==> src/rtl/snowbro2_pkg.sv <==
// Shared definitions for the Snow Bros 2 sound-bus CEN bridges:
// state encoding, per-peripheral hold defaults and the strobe counter helper.
package snowbro2_pkg;

    localparam logic [1:0] ST_IDLE   = 2'd0;
    localparam logic [1:0] ST_SYNC   = 2'd1;
    localparam logic [1:0] ST_ACTIVE = 2'd2;
    localparam logic [1:0] ST_DONE   = 2'd3;

    typedef enum logic [1:0] {
        IDLE   = ST_IDLE,
        SYNC   = ST_SYNC,
        ACTIVE = ST_ACTIVE,
        DONE   = ST_DONE
    } bridge_state_t;

    localparam int HOLD_YM2151 = 2;
    localparam int HOLD_OKI    = 1;

    localparam int         CNT_W   = 4;
    localparam logic [3:0] CNT_MAX = 4'hF;

    // Saturating strobe counter step; it must never wrap back to a small value.
    function automatic logic [CNT_W-1:0] cnt_inc(input logic [CNT_W-1:0] c);
        return (c == CNT_MAX) ? c : c + 4'd1;
    endfunction

endpackage

==> src/rtl/snowbro2_cen_bridge.sv <==
// Carries a CPU bus cycle from the 96 MHz fabric into a CEN-strobed peripheral
// and answers the master with a 4-phase REQ/ACK handshake.
module snowbro2_cen_bridge
    import snowbro2_pkg::*;
#(
    parameter int AW   = 1,
    parameter int DW   = 8,
    parameter int HOLD = HOLD_YM2151
) (
    input  logic          CLK96,
    input  logic          RESETn,
    input  logic          CEN,
    input  logic          REQ,
    input  logic          WE,
    input  logic [AW-1:0] ADDR,
    input  logic [DW-1:0] DIN,
    output logic          ACK,
    output logic [DW-1:0] DOUT,
    output logic          BUSY,
    output logic          P_CS,
    output logic          P_WE,
    output logic [AW-1:0] P_ADDR,
    output logic [DW-1:0] P_DOUT,
    input  logic [DW-1:0] P_DIN
);

    localparam logic [CNT_W-1:0] HOLD_CNT = CNT_W'(HOLD);

    bridge_state_t    state, state_nxt;
    logic [CNT_W-1:0] cnt, cnt_nxt;
    logic             ack_nxt, busy_nxt, cs_nxt, we_nxt;
    logic [DW-1:0]    dout_nxt, wdata_nxt;
    logic [AW-1:0]    addr_nxt;

    // All outputs are flops; the comb process only decides their next values.
    always_ff @(posedge CLK96 or negedge RESETn) begin
        if (!RESETn) begin
            state  <= IDLE;
            cnt    <= '0;
            ACK    <= 1'b0;
            DOUT   <= '0;
            BUSY   <= 1'b0;
            P_CS   <= 1'b0;
            P_WE   <= 1'b0;
            P_ADDR <= '0;
            P_DOUT <= '0;
        end else begin
            state  <= state_nxt;
            cnt    <= cnt_nxt;
            ACK    <= ack_nxt;
            DOUT   <= dout_nxt;
            BUSY   <= busy_nxt;
            P_CS   <= cs_nxt;
            P_WE   <= we_nxt;
            P_ADDR <= addr_nxt;
            P_DOUT <= wdata_nxt;
        end
    end

    always_comb begin
        state_nxt = state;
        cnt_nxt   = cnt;
        ack_nxt   = ACK;
        dout_nxt  = DOUT;
        cs_nxt    = P_CS;
        we_nxt    = P_WE;
        addr_nxt  = P_ADDR;
        wdata_nxt = P_DOUT;

        case (state)
            // CEN is ignored here so a strobe coincident with REQ is never counted.
            IDLE: begin
                if (REQ) begin
                    we_nxt    = WE;
                    addr_nxt  = ADDR;
                    wdata_nxt = DIN;
                    state_nxt = SYNC;
                end
            end
            SYNC: begin
                if (CEN) begin
                    cs_nxt    = 1'b1;
                    cnt_nxt   = 4'd1;
                    state_nxt = ACTIVE;
                end
            end
            ACTIVE: begin
                if (CEN) begin
                    cnt_nxt = cnt_inc(cnt);
                    if (cnt == HOLD_CNT) begin
                        cs_nxt    = 1'b0;
                        ack_nxt   = 1'b1;
                        state_nxt = DONE;
                        if (!P_WE) begin
                            dout_nxt = P_DIN;
                        end
                    end
                end
            end
            DONE: begin
                if (!REQ) begin
                    ack_nxt   = 1'b0;
                    we_nxt    = 1'b0;
                    cnt_nxt   = '0;
                    state_nxt = IDLE;
                end
            end
            default: begin
                state_nxt = IDLE;
            end
        endcase

        busy_nxt = (state_nxt != IDLE);
    end

endmodule

==> config.mk <==
export PLATFORM = sky130hd
export DESIGN_NAME = snowbro2_cen_bridge
export DESIGN_NICKNAME = d
export VERILOG_FILES = /design/src/rtl/snowbro2_pkg.sv /design/src/rtl/snowbro2_cen_bridge.sv
export SDC_FILE = /design/constraint.sdc
export NUM_CORES = 1
export LEC_CHECK = 0
export BUFFER_PORTS_ARGS = -buffer_cell sky130_fd_sc_hd__buf_2
export CORE_MARGIN = 10
export CORE_UTILIZATION = 41
export CTS_CLUSTER_DIAMETER = 60
export CTS_CLUSTER_SIZE = 28
export DETAILED_ROUTE_END_ITERATION = 7
export PLACE_DENSITY = 0.68
export SYNTH_ARGS = -nofsm -noshare
export SYNTH_HDL_FRONTEND = slang
export SYNTH_SLANG_ARGS = --single-unit
==> constraint.sdc <==
create_clock -name CLK96 -period 2.2 [get_ports CLK96]
set_clock_uncertainty 0.05 [all_clocks]
set_input_delay 0.66 -clock CLK96 [delete_from_list [all_inputs] [get_ports CLK96]]
set_output_delay 0.66 -clock CLK96 [all_outputs]
set_load 0.005 [all_outputs]
Yosys cells after proc, flatten, opt, wreduce, memory -nomap -nowiden

Index checks and enable logic that the tools add are counted.

Bits in registers: 27
Input bits: 22
Output and inout bits: 21
Logic and storage cells: 55

Add/subtract/negate cells: 1
Equal/unequal tests: 11
Muxes and demuxes: 21
Bitwise gates (word level): 1
Reduce and logical (&&, ||, !) cells: 12

Operators with widths:

| operator              | number |
|---|---|
| $mux W4               | 4 |
| $ne A2 B2 Y1 const B  | 6 |
| $pmux W4 S3           | 1 |
| $reduce_and A4 Y1     | 3 |
| $mux W2               | 5 |
| $pmux W2 S4           | 1 |
| $reduce_bool A2 Y1    | 4 |
| $mux W1               | 7 |
| $pmux W1 S2           | 3 |
| $reduce_and A5 Y1     | 1 |
| $add A4 B1 Y4 const B | 1 |
| $eq A2 B2 Y1 const B  | 2 |
| $eq A4 B2 Y1 const B  | 1 |
| $eq A4 B4 Y1 const B  | 1 |
| $reduce_and A3 Y1     | 1 |
| $reduce_bool A3 Y1    | 1 |
| $eq A2 B1 Y1 const B  | 1 |
| $logic_not A2 Y1      | 1 |
| $reduce_and A2 Y1     | 1 |
| $not A1 Y1            | 1 |

Longest topological paths before layout

Gate-level depths: netlist of run 1.

Depth after elaboration: 5
Mapped depth: 5
Depth with buffers taken out: 5

Worst setup path after synthesis of run 1

OpenSTA, ideal clock, no wires.

Path kind: input to register
Start point: in CEN
End point: reg DOUT[0]
Library setup time: 0.125 ns
Data arrival time: 1.532 ns
Data required time: 2.025 ns
Path slack: 0.493 ns
Cell stages on the path: 4
Buffers on the path: 0
Cells stage by stage: and4bb_2 nand3_4 nor2_8 mux2_4

Cells in the longest elaborated chain, start to end: 1

Ends and longest elaborated chain:

| what                        | RTL line                  | source |
|---|---|---|
| start: declaration          | snowbro2_cen_bridge.sv:12 | `input logic CEN,` |
| $reduce_and A4 Y1 (no line) | --                        |  |
| end signal: assignment      | snowbro2_cen_bridge.sv:51 | `DOUT <= dout_nxt;` |
| end: declaration            | snowbro2_cen_bridge.sv:18 | `output logic [DW-1:0] DOUT,` |

Every way passes these cells.
A chain may end at the register's enable or synchronous reset.

Worst setup path after layout of run 1

Start point: reg state[0]
End point: reg DOUT[4]

Cells in the longest elaborated chain, start to end: 2

Ends and longest elaborated chain:

| what                        | RTL line                  | source |
|---|---|---|
| start: declaration          | snowbro2_cen_bridge.sv:29 | `bridge_state_t state, state_nxt;` |
| start signal: assignment    | snowbro2_cen_bridge.sv:48 | `state <= state_nxt;` |
| $eq A2 B2 Y1                | snowbro2_cen_bridge.sv:70 | `case (state)` |
| $reduce_and A4 Y1 (no line) | --                        |  |

Every way passes these cells.

==> impl_metrics.py, run 1 <==
metrics = {
    "sta": {
        "fin_crit_sh": 0.794,
        "fmax_mhz": 572,
        "setup_viol": 0,
        "period_minus_slack_ps": 1750,
        "fin_ws_ps": 453,
        "rsz0062_at_grt": "false",
        "drv_slew": 0,
        "worstMarginPinSlew_ps": 581,
        "tns_ps": 0,
        "relSlewSlack": 0.612,
        "report.final.hold_viol_count": 0,
    },
    "cells_and_area": {
        "final_area_um2": 1500,
        "syn_to_final_growth_pct": 21.8,
        "fillers": 243,
        "register_area_um2": 676,
        "n_antenna_cell": 0,
        "final_common_cell": "buf_2",
        "final_cell_mix": "buf_2 (42), dfrtp_1 (27), mux2_4 (8)",
        "layout.nets": 164,
        "multiInputGateArea_um2": 510,
        "final_cells": 170,
        "drive_above_1_share": 0.475,
    },
    "synth": {
        "synthDominantCellAreaShare": 0.550,
        "synth_flop_cell": "dfrtp_1",
        "syn_area_um2": 1230,
        "ys_ff_latch": 27,
        "yosys.area.top_type": "dfrtp_1",
        "async_flop_share": 1.00,
        "synth.area.top_cells": "dfrtp_1 (55%), mux2_4 (9.8%), mux2_2 (5.5%), mux2_1 (4.6%), inv_1 (2.1%)",
        "synth_fa_ha_area_frac": 0.0204,
        "ys_seq_area_frac": 0.550,
        "synth_fp_nets": 118,
        "avgSynthCellArea_um2": 13.1,
        "ys_warn_count": 0,
        "synth_top_family_by_area": "multiplexers",
        "postSynthCellCount": 94,
        "ys_types": 27,
        "synthSimpleGateAreaFrac": 0.119,
        "synth-edff-count": 0,
        "synth_xor_area_frac": 0.00713,
        "synth.mux.area_fraction": 0.199,
        "synth-compound-area-share": 0.0703,
    },
    "worst_setup_path": {
        "critPathCaptureType": "flip-flop",
        "cp.buffers_inverters": 0,
        "path_delay_family": "simple AND/OR/NAND/NOR gates",
        "critical_path.cell_chain": "and4bb_2, nand3_4, nor2_8, mux2_4",
        "critPathKind": "flip-flop to flip-flop",
        "cp_slowest_cell": "dfrtp_1",
        "worstPathArrival_ps": 1910,
        "slowest_delay_ps": 520,
        "critPathMaxFanout": 10,
        "crit_required_ps": 2370,
        "cp-start-kind": "flip-flop",
    },
    "cts": {
        "cts-root-buf": "clkbuf_4",
        "clkTransAtPathRegs_ps": 140,
        "cts_setup_buffers": 0,
        "numCtsBuffers": 3,
        "cts.sinks": 27,
        "htreeDepth": 1,
        "cts_resized": 0,
        "clockBufferDepth": 2,
        "clk_latency_ps": 320,
        "cts_tree": "built",
        "cts_hold_buf": 0,
    },
    "die": {
        "ioPinCount": 43,
        "fp.coreArea_um2": 2810,
        "num_rows": 19,
        "start_util": 0.438,
        "die_w_um": 74.7,
        "die_h_um": 74.7,
        "dieArea_um2": 5590,
    },
    "global_routing": {
        "grt_max_degree": 28,
        "overflow": 0,
        "grt_pass1_wl_mm": 4.08,
        "grt_pass1_vias": 877,
        "antenna_found_initial": 0,
        "track_usage": 0.0921,
    },
    "detailed_routing": {
        "ant_nets": 0,
        "routedWlPerCell_um": 15.0,
        "routed_wl_mm": 2.56,
        "num_vias": 846,
        "via_per_inst": 4.98,
        "drtIter0Drc": 40,
        "firstDrtPassIters": 4,
        "drc": 0,
    },
    "place": {
        "dp_hpwl_mm": 2.04,
        "routabilityCongestion": 0.870,
        "dp_cells": 166,
        "numPortBuffers": 42,
        "pre_cts_ws_ps": 263,
        "dpl-instance-area_um2": 1470,
    },
    "power": {
        "power-per-cell-area_nw_per_um2": 1150,
        "peakVddDrop_mv": 0.598,
        "power.leakage_nw": 0.762,
    },
    "min_path": {
        "hp-class": "input port to asynchronous set/reset pin",
    },
    "job": {
        "maxCapViolCount": 0,
    },
    "run_status": {
        "status": "complete, no violations",
    },
}
[sequential cells by signal (all words and copies together), names as in the netlist]
name    count
P_ADDR      1
P_WE        1
state       2
P_CS        1
BUSY        1
P_DOUT      8
DOUT        8
ACK         1
cnt         4
[metrics by stage]
step / power [W] / hold WS, ps / util
floorplan: 0.00127 / 314 / -
global placement: 0.00151 / 412 / 0.524
detailed placement: 0.00153 / 411 / 0.524
CTS: 0.00175 / 275 / 0.533
global route: 0.00187 / 290 / 0.533
finish: 0.00171 / 268 / 0.533
[worst paths after layout]
check                           startpoint  cells after the start  slack [ps]   endpoint
max in group asynchronous           RESETn                      1        1450    DOUT[0]
worst min-delay path                RESETn                      1         270  P_DOUT[4]
min in group CLK96               P_DOUT[3]                      1         450  P_DOUT[3]
worst min register to register   P_DOUT[3]                      1         450  P_DOUT[3]
worst max register to register    state[0]                      4         450    DOUT[4]
worst max-delay path              state[0]                      4         450    DOUT[4]
[Yosys cell counts (2+ instances only)]
cell type and n:
nand2b_1 3, nand2_1 5, mux2_4 8, inv_1 7, ha_1 2, o21ai_0 4
dfrtp_1 27, nor2_1 3, a21oi_1 3, o21ai_1 2, nand3_1 5, mux2_1 5
mux2_2 6
[worst reg2reg max path, cell delays in order, from the launching register on]
cell and delay, ps:
dfrtp_1 520, and4bb_2 420, nand3_4 130, nor2_8 210
mux2_4 330
[kinds of logic after synthesis]
family	count (synthesis)
buffers and inverters	9
and+or+nand+nor	22
xor gates and xnor gates	1
AOI/OAI and AO/OA	14
muxes	19
adders and majority gates	2
DFF	27
[where the power goes]
group | total (W) | internal, W | leakage [nW] | switching (W)
clock network | 0.000205 | 0.0000681 | 0.0177 | 0.000137
logic | 0.000667 | 0.000362 | 0.408 | 0.000305
registers | 0.000841 | 0.000686 | 0.336 | 0.000155
total | 0.00171 | 0.00112 | 0.762 | 0.000597
[per-layer routing]
metal  vias to the layer above  part of all wire  GRT usage
li1                        416                 -          -
met1                       391              0.43      0.112
met2                        37              0.41      0.135
met3                         2              0.15     0.0460
met4                         0            0.0051     0.0378
met5                         -                 0          0
[cell type report]
type | instances | share of cell area
tap | 31 | 0.0259
sequential | 27 | 0.452
multi-input combinational | 58 | 0.341
clock buffer | 3 | 0.0151
clock inverter | 1 | 0.00334
inverter | 7 | 0.0176
timing repair buffer | 43 | 0.145
Power figures use the tool's default switching activity.
==> inputs of run 2 (changes only) <==
Settings changed: ABC_AREA set to 1, PLACE_DENSITY 0.68 to 0.7.
Clock period 2.2 ns to 1.6 ns, I/O delays scaled along.
==> run 2 against run 1 <==
Net effect: via count increased by 30%; clock power grew 44%; worst hold slack worse by 180 ps; combinational power rose by 66%; critical endpoint is now DOUT[5]; synthesized cell count rose by 55%; power rose by 51%; flip-flop and latch count did not move; critical path type is now flip-flop to primary output.
==> impl_metrics.py, run 2 <==
metrics = {
    "sta": {
        "tns_ps": 0,
        "report.final.hold_viol_count": 0,
        "period_minus_slack_ps": 1410,
        "fmax_mhz": 708,
        "fin_ws_ps": 187,
        "fin_crit_sh": 0.883,
        "setup_viol": 0,
        "worstMarginPinSlew_ps": 594,
        "drv_slew": 0,
        "rsz0062_at_grt": "false",
        "relSlewSlack": 0.604,
    },
    "cells_and_area": {
        "syn_to_final_growth_pct": 23.1,
        "n_antenna_cell": 0,
        "fillers": 293,
        "layout.nets": 219,
        "top_regs": "DOUT x8, P_DOUT x8, cnt x4",
        "drive_above_1_share": 0.340,
        "final_area_um2": 1570,
        "final_common_cell": "nand2_1",
        "final_cell_mix": "nand2_1 (58), buf_2 (42), dfrtp_1 (27)",
    },
    "worst_setup_path": {
        "critPathMaxFanout": 2,
        "slowest_delay_ps": 430,
        "worstPathArrival_ps": 880,
        "cp.buffers_inverters": 1,
        "cp_slowest_cell": "dfrtp_1",
        "cp-start-kind": "flip-flop",
        "critical_path.cell_chain": "buf_2",
        "path_delay_family": "flip-flops",
        "crit_required_ps": 1070,
        "critPathCaptureType": "primary output",
        "critPathKind": "flip-flop to primary output",
    },
    "cts": {
        "cts-root-buf": "clkbuf_4",
        "clockBufferDepth": 2,
        "cts.sinks": 27,
        "clk_latency_ps": 320,
        "cts_tree": "built",
        "clkTransAtPathRegs_ps": 150,
        "numCtsBuffers": 3,
        "htreeDepth": 1,
    },
    "power": {
        "switchingPower_w": 0.00105,
        "design_power_total_w": 0.00258,
        "p_seq_frac": 0.454,
        "switching_share": 0.407,
        "comb_power_share": 0.432,
        "internal_power_w": 0.00153,
        "power.leakage_nw": 0.903,
        "power-per-cell-area_nw_per_um2": 1650,
        "peakVddDrop_mv": 0.733,
        "clock_power_share": 0.114,
    },
    "synth": {
        "synthDominantCellAreaShare": 0.531,
        "yosysMostFrequentCell": "nand2_1",
        "avgSynthCellArea_um2": 8.71,
        "ys_ff_latch": 27,
        "synth.area.top_cells": "dfrtp_1 (53%), nand2_1 (17%), nand3_1 (7.5%), o21ai_2 (4.1%), inv_1 (2.4%)",
        "ys_warn_count": 0,
        "synth_flop_cell": "dfrtp_1",
        "postSynthCellCount": 146,
        "ys_types": 19,
        "ys_seq_area_frac": 0.531,
        "async_flop_share": 1.00,
        "ys_top_cells_by_count": "nand2_1 (58), dfrtp_1 (27), nand3_1 (19)",
        "yosys.area.top_type": "dfrtp_1",
        "syn_area_um2": 1270,
        "synth_fp_nets": 170,
        "synth-edff-count": 0,
    },
    "detailed_routing": {
        "routed_wl_mm": 2.99,
        "num_vias": 1097,
        "firstDrtPassIters": 4,
        "drtIter0Drc": 52,
        "drc": 0,
        "via_per_inst": 4.83,
        "ant_nets": 0,
        "routedWlPerCell_um": 13.2,
    },
    "global_routing": {
        "track_usage": 0.109,
        "grt_max_degree": 28,
        "antenna_found_initial": 0,
        "overflow": 0,
        "grt_pass1_wl_mm": 4.91,
        "grt_pass1_vias": 1142,
    },
    "place": {
        "routabilityCongestion": 0.811,
        "dpl-instance-area_um2": 1500,
        "pre_cts_ws_ps": 109,
        "numPortBuffers": 42,
        "dp_hpwl_mm": 2.25,
    },
    "die": {
        "dieArea_um2": 5730,
        "num_rows": 20,
        "ioPinCount": 43,
        "die_w_um": 75.7,
        "start_util": 0.423,
        "fp.coreArea_um2": 3000,
        "die_h_um": 75.7,
    },
    "run_status": {
        "status": "complete, no violations",
    },
    "job": {
        "maxCapViolCount": 0,
    },
    "min_path": {
        "hp-class": "input port to asynchronous set/reset pin",
    },
}
run 2: cell type report:
type                            count  area [µm²]  area share
Sequential cell                    27         676       0.432
Tap cell                           33        41.3      0.0264
Multi-Input combinational cell    105         524       0.335
Timing Repair Buffer               49         263       0.168
Clock inverter                      1        5.00     0.00320
Clock buffer                        3        22.5      0.0144
Inverter                            9        33.8      0.0216
run 2: cells by family (layout without fill, tap and decap cells):
| group | after synthesis | count (layout) | share of synthesized area |
|---|---|---|---|
| AND/OR/NAND/NOR | 90 | 90 | 0.318 |
| flip-flops | 27 | 27 | 0.531 |
| buffers and inverters | 14 | 62 | 0.0620 |
| AO/OA/AOI/OAI | 13 | 13 | 0.0689 |
| adder cells (fa/ha/maj) | 2 | 2 | 0.0197 |
run 2: power groups by stage:
| stage | Clock [W] | Sequential [W] | Combinational (W) |
|---|---|---|---|
| floorplan | 0 | 0.00120 | 0.000654 |
| global placement | 0 | 0.00118 | 0.00109 |
| detailed placement | 0 | 0.00118 | 0.00112 |
| CTS | 0.000314 | 0.00117 | 0.00111 |
| global route | 0.000339 | 0.00122 | 0.00130 |
| finish | 0.000295 | 0.00117 | 0.00111 |
run 2: timing repair:
item,4_1_cts,5_1_grt
resized for setup,0,2
hold buffers,0,0
endpoints found under the setup margin,0,9
buffers inserted,0,4
run 2: final timing paths:
| check | from | end | slack [ps] | cells after the start |
|---|---|---|---|---|
| setup reg to reg | cnt[0] | DOUT[6] | 190 | 8 |
| setup / recovery | DOUT[5] | DOUT[5] | 190 | 1 |
| min in group CLK96 | P_DIN[3] | DOUT[3] | 300 | 3 |
| max in group asynchronous | RESETn | cnt[2] | 1020 | 1 |
| hold reg to reg | P_DOUT[0] | P_DOUT[0] | 440 | 2 |
| hold / removal | RESETn | P_DOUT[4] | 90 | 1 |
run 2: per-layer routing:
layer | vias up | wire length (µm) | global-route usage
li1 | 566 | - | -
met1 | 486 | 1310 | 0.133
met2 | 43 | 1410 | 0.175
met3 | 2 | 260 | 0.0404
met4 | 0 | 14 | 0.0309
met5 | - | 0 | 0
run 2: per-stage QoR:
stage | std cells | util | hold slack (ps)
6_report | 227 | 0.521 | 87.8
5_1_grt | 227 | 0.521 | 118
4_1_cts | 223 | 0.509 | 92.7
3_5_place_dp | 219 | 0.500 | 408
3_3_place_gp | 219 | 0.500 | 404
2_1_floorplan | 146 | - | 134
==> inputs of run 3 (changes only) <==
Settings changed: ABC_AREA 1 to unset, PLACE_DENSITY 0.7 to 0.82.
==> run 3 against run 2 <==
Net effect: flip-flop and latch count unchanged; maximum frequency down 9.0%; wire length is 8.4% lower; sequential power shrank 4%; combinational power is 4% lower; sequential share of layout area is 0.43 points lower; first-iteration DRC count fell by 37%; largest cell class unchanged; largest power group unchanged; die area down 2.5%; design area increased by 1.2%.
==> impl_metrics.py, run 3 (synthesized netlist as in run 1, its figures left out) <==
metrics = {
    "sta": {
        "fin_ws_ps": 46.7,
        "worstMarginPinSlew_ps": 586,
        "drv_slew": 0,
        "fmax_mhz": 644,
        "rsz0062_at_grt": "true",
        "setup_viol": 0,
        "fin_crit_sh": 0.971,
        "period_minus_slack_ps": 1550,
        "report.final.hold_viol_count": 0,
        "relSlewSlack": 0.609,
    },
    "cts": {
        "cts.sinks": 27,
        "clk_latency_ps": 330,
        "clockBufferDepth": 2,
        "clkTransAtPathRegs_ps": 160,
        "htreeDepth": 1,
        "cts_tree": "built",
        "numCtsBuffers": 3,
        "cts-root-buf": "clkbuf_4",
    },
    "worst_setup_path": {
        "critPathKind": "flip-flop to flip-flop",
        "reg2reg_to": "DOUT[1]",
        "worstPathArrival_ps": 1740,
        "reg2reg_from": "state[0]",
        "cp-start-kind": "flip-flop",
        "crit_required_ps": 1790,
        "rr_worst_depth": 4,
        "critPathMaxFanout": 8,
        "critPathCaptureType": "flip-flop",
        "reg2reg_slack_ps": 50,
    },
    "power": {
        "comb_power_share": 0.429,
        "p_seq_frac": 0.451,
        "power.leakage_nw": 0.803,
        "clock_power_share": 0.120,
        "switching_share": 0.348,
        "internal_power_w": 0.00162,
        "power-per-cell-area_nw_per_um2": 1570,
        "switchingPower_w": 0.000865,
        "peakVddDrop_mv": 0.782,
    },
    "global_routing": {
        "grt_pass1_wl_mm": 4.52,
        "grt_max_degree": 28,
        "overflow": 0,
        "gr-usage-met2": 0.163,
        "track_usage": 0.104,
        "grt_pass1_vias": 943,
        "grt_util_met3": 0.0460,
        "top_usage_layer": "met2",
        "grtUsageMet1": 0.131,
        "antenna_found_initial": 0,
    },
    "job": {
        "maxCapViolCount": 0,
    },
    "die": {
        "fp.coreArea_um2": 2810,
        "die_w_um": 74.7,
        "dieArea_um2": 5590,
        "num_rows": 19,
        "die_h_um": 74.7,
        "start_util": 0.438,
        "ioPinCount": 43,
    },
    "detailed_routing": {
        "drtIter0Drc": 33,
        "drc": 0,
        "routed_wl_mm": 2.74,
        "via_per_inst": 4.97,
        "firstDrtPassIters": 4,
        "routedWlPerCell_um": 15.3,
        "ant_nets": 0,
        "num_vias": 889,
    },
    "place": {
        "routabilityCongestion": 0.789,
        "dp_hpwl_mm": 2.19,
        "pre_cts_ws_ps": -63.5,
        "numPortBuffers": 42,
    },
    "cells_and_area": {
        "syn_to_final_growth_pct": 28.9,
        "fillers": 245,
        "final_core_util": 0.565,
        "top_regs": "DOUT x8, P_DOUT x8, cnt x4",
        "drive_above_1_share": 0.520,
        "layout.nets": 173,
        "final_common_cell": "buf_2",
        "final_cell_mix": "buf_2 (42), dfrtp_1 (26), buf_4 (9)",
        "n_antenna_cell": 0,
    },
    "min_path": {
        "hp-class": "input port to asynchronous set/reset pin",
    },
    "run_status": {
        "status": "complete, no violations",
    },
}
run 3: changes by cell type in the layout (fill, tap and decap cells not counted), sizes merged, moves of 2 or more:
cell,previous run,this run
buf,49,52
inv,9,7
mux2,0,19
nand2,58,5
nand2b,0,3
nand3,19,6
nor2,9,5
o21ai,11,6
run 3: final cells by class:
cell class,instances,area [µm²],share of cell area
Sequential cell,27,677,0.427
Multi-Input combinational cell,58,514,0.325
Timing Repair Buffer,52,298,0.188
Tap cell,31,38.8,0.0245
Inverter,7,26.3,0.0166
Clock buffer,3,22.5,0.0142
Clock inverter,1,7.51,0.00474
run 3: what timing repair did:
item / CTS / global route
hold buffers: 0 / 0
gates resized for setup: 0 / 2
setup endpoints to repair: 0 / 17
setup buffers: 0 / 2
run 3: per-stage QoR:
stage / cell area [µm²] / instances / hold WS, ps / TNS [ps] / total power, W
global placement: 1520 / 173 / 410 / -203 / 0.00212
global route: 1580 / 179 / 84.9 / -86.6 / 0.00270
finish: 1580 / 179 / 69.3 / 0 / 0.00249
floorplan: 1230 / 94 / 134 / -8.28 / 0.00175
CTS: 1550 / 177 / 89.8 / 0 / 0.00248
detailed placement: 1520 / 173 / 420 / -503 / 0.00218
run 3: worst max-delay path by stage:
stage / from / to / slack (ps) / cells past startpoint
final: state[0] / DOUT[1] / 50 / 4
after CTS: state[0] / DOUT[1] / 40 / 4
after global placement: CEN / DOUT[4] / -30 / 5
after floorplan: state[0] / DOUT[0] / -1 / 5
after detailed placement: CEN / DOUT[1] / -60 / 5
after global routing: state[0] / DOUT[1] / -10 / 4
run 3: metal layers:
metal	up-vias	share of wire
li1	439	-
met1	415	0.45
met2	33	0.44
met3	2	0.11
met4	0	0.0044
met5	-	0
run 3: power groups by stage:
stage          registers, W  clock network, W  logic (W)
3_3_place_gp        0.00112                 0    0.00100
4_1_cts             0.00112          0.000311    0.00105
6_report            0.00112          0.000299    0.00107
5_1_grt             0.00117          0.000344    0.00119
2_1_floorplan       0.00113                 0   0.000623
3_5_place_dp        0.00113                 0    0.00105
run 3: critical path, cell delays in order, from the launching register on:
cell and delay, ps:
dfrtp_1 420, and4bb_2 340, nand3_4 110, nor2_8 200, mux2_4 320
